## src/rtl/biquad_cascade_sequencer.sv

```systemverilog
// Cascade of NUM_SECTIONS 3.24 biquads evaluated on one shared signed MAC.
// Each rising edge of lr_clk runs one pass through every section in order.
module biquad_cascade_sequencer #(
  parameter int NUM_SECTIONS = 4
) (
  input  logic               state_clk,
  input  logic               reset_n,
  input  logic               lr_clk,
  input  logic signed [15:0] audio_in,
  input  logic        [2:0]  scale,
  input  logic               clear_hist,
  input  logic               coeff_we,
  input  logic        [5:0]  coeff_addr,
  input  logic signed [26:0] coeff_data,
  output logic signed [15:0] audio_out,
  output logic               out_valid,
  output logic               busy,
  output logic               coeff_err,
  output logic               overrun
);

  localparam int NC = 5 * NUM_SECTIONS;
  localparam int AW = $clog2(NC);
  localparam int SW = (NUM_SECTIONS > 1) ? $clog2(NUM_SECTIONS) : 1;
  localparam logic [SW-1:0] LAST_SEC = SW'(NUM_SECTIONS - 1);

  typedef enum logic [2:0] {IDLE, CAPTURE, MAC, WB, OUT} state_t;

  state_t r_state, w_nextState;

  logic               r_lrD;
  logic [SW-1:0]      r_sec;
  logic [2:0]         r_step;
  logic signed [26:0] r_x;
  logic signed [26:0] r_acc;
  logic signed [26:0] r_coef [NC];
  logic signed [26:0] r_x1 [NUM_SECTIONS];
  logic signed [26:0] r_x2 [NUM_SECTIONS];
  logic signed [26:0] r_y1 [NUM_SECTIONS];
  logic signed [26:0] r_y2 [NUM_SECTIONS];

  logic               w_trigger;
  logic               w_busy;
  logic               w_addrOk;
  logic [AW-1:0]      w_coefIdx;
  logic signed [26:0] w_coef;
  logic signed [26:0] w_operand;
  logic               w_prodNeg;
  logic [25:0]        w_prodBits;
  logic signed [26:0] w_term;
  logic signed [26:0] w_y;

  assign w_trigger = lr_clk & ~r_lrD;
  assign w_busy    = (r_state == CAPTURE) || (r_state == MAC) || (r_state == WB);
  assign busy      = w_busy;
  assign w_addrOk  = coeff_addr < 6'(NC);
  assign w_coefIdx = AW'(r_sec) * AW'(5) + AW'(r_step);

  always_comb begin
    w_coef    = r_coef[w_coefIdx];
    w_operand = r_x;
    case (r_step)
      3'd1:    w_operand = r_x1[r_sec];
      3'd2:    w_operand = r_x2[r_sec];
      3'd3:    w_operand = r_y1[r_sec];
      3'd4:    w_operand = r_y2[r_sec];
      default: w_operand = r_x;
    endcase
  end

  // Product keeps its true sign bit on top of the 26 bits below the 3.24 point.
  assign w_prodNeg  = (w_coef[26] ^ w_operand[26]) && (w_coef != '0) && (w_operand != '0);
  assign w_prodBits = 26'((54'(w_coef) * 54'(w_operand)) >>> 24);
  assign w_term     = {w_prodNeg, w_prodBits};
  assign w_y        = r_acc <<< scale;

  always_ff @(posedge state_clk or negedge reset_n) begin
    if (!reset_n) r_state <= IDLE;
    else          r_state <= w_nextState;
  end

  always_comb begin
    w_nextState = r_state;
    case (r_state)
      IDLE:    if (w_trigger) w_nextState = CAPTURE;
      CAPTURE: w_nextState = MAC;
      MAC:     if (r_step == 3'd4) w_nextState = WB;
      WB:      w_nextState = (r_sec == LAST_SEC) ? OUT : MAC;
      OUT:     w_nextState = w_trigger ? CAPTURE : IDLE;
      default: w_nextState = IDLE;
    endcase
  end

  always_ff @(posedge state_clk or negedge reset_n) begin
    if (!reset_n) begin
      r_lrD     <= 1'b0;
      r_sec     <= '0;
      r_step    <= '0;
      r_x       <= '0;
      r_acc     <= '0;
      audio_out <= '0;
      out_valid <= 1'b0;
      coeff_err <= 1'b0;
      overrun   <= 1'b0;
      for (int i = 0; i < NC; i++) r_coef[i] <= '0;
      for (int s = 0; s < NUM_SECTIONS; s++) begin
        r_x1[s] <= '0;
        r_x2[s] <= '0;
        r_y1[s] <= '0;
        r_y2[s] <= '0;
      end
    end else begin
      r_lrD     <= lr_clk;
      out_valid <= 1'b0;
      coeff_err <= 1'b0;
      if (w_trigger && w_busy) overrun <= 1'b1;
      if (coeff_we && w_addrOk) begin
        if (w_busy) coeff_err <= 1'b1;
        else        r_coef[coeff_addr[AW-1:0]] <= coeff_data;
      end
      // Clearing only happens outside a pass, so it never collides with WB.
      if (clear_hist && !w_busy) begin
        for (int s = 0; s < NUM_SECTIONS; s++) begin
          r_x1[s] <= '0;
          r_x2[s] <= '0;
          r_y1[s] <= '0;
          r_y2[s] <= '0;
        end
      end
      case (r_state)
        CAPTURE: begin
          r_x    <= {audio_in, 11'b0};
          r_sec  <= '0;
          r_step <= '0;
        end
        MAC: begin
          r_acc  <= (r_step == 3'd0) ? w_term : r_acc + w_term;
          r_step <= (r_step == 3'd4) ? 3'd0 : r_step + 3'd1;
        end
        WB: begin
          r_x2[r_sec] <= r_x1[r_sec];
          r_x1[r_sec] <= r_x;
          r_y2[r_sec] <= r_y1[r_sec];
          r_y1[r_sec] <= w_y;
          r_x         <= w_y;
          if (r_sec == LAST_SEC) begin
            audio_out <= w_y[26:11];
            out_valid <= 1'b1;
          end else begin
            r_sec <= r_sec + 1'b1;
          end
        end
        default: ;
      endcase
    end
  end

endmodule

```

## config.mk

```make
export PLATFORM = sky130hd
export DESIGN_NAME = biquad_cascade_sequencer
export DESIGN_NICKNAME = d
export VERILOG_FILES = /design/src/rtl/biquad_cascade_sequencer.sv
export SDC_FILE = /design/constraint.sdc
export NUM_CORES = 2
export LEC_CHECK = 0
export BUFFER_PORTS_ARGS = -buffer_cell sky130_fd_sc_hd__buf_2
export CORE_MARGIN = 2
export CORE_UTILIZATION = 30
export CTS_CLUSTER_DIAMETER = 30
export DETAILED_ROUTE_END_ITERATION = 8
export PLACE_DENSITY_LB_ADDON = 0.2
export REMOVE_ABC_BUFFERS = 1
export SLEW_MARGIN = 15
export SYNTH_ARGS = -nofsm -noshare
export SYNTH_HDL_FRONTEND = slang
export SYNTH_SLANG_ARGS = --single-unit
```

## constraint.sdc

```tcl
create_clock -name state_clk -period 16.3 [get_ports state_clk]
set_clock_uncertainty 0.1 [all_clocks]
set_input_delay 1.63 -clock state_clk [delete_from_list [all_inputs] [get_ports state_clk]]
set_output_delay 1.63 -clock state_clk [all_outputs]
set_load 0.02 [all_outputs]
```

==> impl_metrics.toml <==
[route]
dr.pass1.iters = 5
wl_mm = 231
met1_length_mm = 103
vias_per_cell = 5.05
wl_met3_mm = 13.3
ant_nets = 0
route.detailed.drc = 0
wl_per_cell_um = 23.6
drt_iter0_drc = 3318
top_layer_used = "met5"
vias = 49400
wl_met2_mm = 109

[setup_path]
slowest_delay_ns = 0.74
critPathTopFamily = "adder cells"
slowest_stage = "xor2_4"
path_buf_inv = 7
end_kind = "flip-flop"
cp.required_ns = 16.96
path_max_fanout = 23
path_class = "reg -> reg"
worstPathArrival_ns = 14.87
cp_common_cell = "fa_1"
start_kind = "flip-flop"

[grt]
grt_max_degree = 141
grt_use_total = 0.187
grt_pass1_vias = 53800
overflow = 0
grt_pass1_wl_mm = 352
antenna_found_initial = 16

[placed_design]
dpl.hpwl_mm = 152
port_buffers = 76
gp_congestion = 0.815
place_inst = 9293

[timing]
slew_headroom = 0.148
clock.fmax_mhz = 70.4
rsz0062_at_grt = "no"
setup-violations-final = 0
hold_violations = 0
slew_viol_final = 0
fin_crit_ns = 14.20
worst_pin_slew_ns = 1.28
timing.final.crit_share = 0.871

[worst_hold_path]
hp-class = "reg -> reg"

[yosys]
synth_seq_area_share = 0.360
synth-edff-count = 0
postSynthCellCount = 6293
synth-main-ff-cell = "dfrtp_1"
ys_warn_count = 0
synth_cell_types = 81
synth_top_area_frac = 0.360
async_flop_share = 1.00
syn_area_um2 = 73300
yosys.area.top_type = "dfrtp_1"
synth_seq_cells = 1054
syn_area_per_cell_um2 = 11.7
synth.area.top_cells = "dfrtp_1 (36%), fa_1 (20%), mux2_2 (8.5%)"

[clock_network]
cts_max_level = 5
cts_buffers = 282
clkTransAtPathRegs_ns = 0.04
post-cts-setup-buffer-count = 0
cts_hold_buf = 0
cts_root_buf = "clkbuf_16"
cts_resized = 0
clk_latency_ns = 0.93
clk_path_buf_depth = 4
cts_sinks = 1054
cts_tree = "yes"

[floorplanning]
die_w_um = 498
initial_core_util = 0.301
core_um2 = 243000
dieHeight_um = 498
io_pins = 77
rows = 181
die_area_um2 = 248000

[layout]
final_nets = 7347
syn2layout_area_growth_pct = 19.0
drive_above_1_share = 0.242
stdcell_count = 9786

[run]
maxCapViolations = 0

[status]
status = "completed"
[cell usage after synthesis, types with 85 or more instances]
cell type  count
clkbuf_1     354
nand2_1      609
ha_1         193
dfrtp_1     1054
nor2_1       228
inv_1        835
fa_1         721
mux4_2       241
a22o_1       335
and2_1       145
mux2_2       551
mux2i_1       85
o21ai_0      169
a21oi_1      115
[placed cells by master (no fill, tap or decap), types with 56 or more instances in the layout]
| cell | count |
|---|---|
| fa_1 | 720 |
| a21oi_1 | 114 |
| inv_1 | 834 |
| mux4_2 | 241 |
| buf_4 | 147 |
| mux2_2 | 551 |
| clkbuf_16 | 289 |
| a22o_1 | 335 |
| nand2_1 | 594 |
| and2_1 | 144 |
| ha_1 | 191 |
| nor2_1 | 216 |
| clkbuf_8 | 56 |
| nor2b_1 | 69 |
| buf_2 | 75 |
| dfrtp_1 | 1052 |
| nand2b_1 | 67 |
| mux2i_1 | 85 |
| o21ai_0 | 168 |
[cells by family (layout without fill, tap and decap cells)]
logic type | after synthesis | in the layout | share of synthesized area
buf+inv | 1268 | 1553 | 0.0673
flops | 1054 | 1054 | 0.360
compound gates | 865 | 865 | 0.0848
fa+ha+maj | 914 | 914 | 0.230
xor+xnor | 68 | 68 | 0.00822
mux | 886 | 886 | 0.173
other cells | 0 | 6 | 0
simple gates | 1238 | 1238 | 0.0768
[final timing paths]
kind / start / to / slack, ns / cells past startpoint
worst max-delay path: r_sec[1] / r_acc[26] / 2.10 / 44
worst min-delay path: audio_out[11] / audio_out[11] / 0.37 / 1
worst max register to register: r_sec[1] / r_acc[26] / 2.10 / 44
worst min register to register: audio_out[11] / audio_out[11] / 0.37 / 1
max in group asynchronous: reset_n / r_coef[311] / 12.26 / 4
min in group asynchronous: reset_n / r_coef[399] / 0.76 / 1
[layout make-up]
cell class	count	area (um2)
inverters	837	3140
fillers	24000	156000
clock buffers	375	8120
clock inverters	111	1370
multi-input cells	3971	42600
diodes	6	15.0
well taps	3202	4010
repair buffers	230	1640
flip-flops and latches	1054	26400
[registers in the layout, indices dropped and copies added (netlist names), 2 cells and up]
signal / cells
r_x2: 108
r_x: 27
r_sec: 2
audio_out: 16
r_coef: 540
r_acc: 27
r_state: 3
r_step: 3
r_x1: 108
r_y2: 108
r_y1: 108
[routing by layer]
metal	vias to the layer above	global-route usage
li1	21300	-
met1	26400	0.254
met2	1335	0.302
met3	345	0.0395
met4	12	0.0523
met5	-	0
[metrics by stage]
stage / worst slack, ns / setup TNS [ns] / instance area (um2) / utilization / hold slack [ns]
2_1_floorplan: -3.54 / -64.29 / 71500 / - / 0.344
3_3_place_gp: 2.19 / 0 / 77700 / 0.320 / 0.353
3_5_place_dp: 1.95 / 0 / 77700 / 0.320 / 0.357
4_1_cts: 1.90 / 0 / 87200 / 0.359 / 0.372
5_1_grt: 1.26 / 0 / 87200 / 0.359 / 0.378
6_report: 2.10 / 0 / 87300 / 0.359 / 0.367
Power is not shown: default switching activity piles up to over one toggle a cycle in this logic, so the estimate is an artifact.
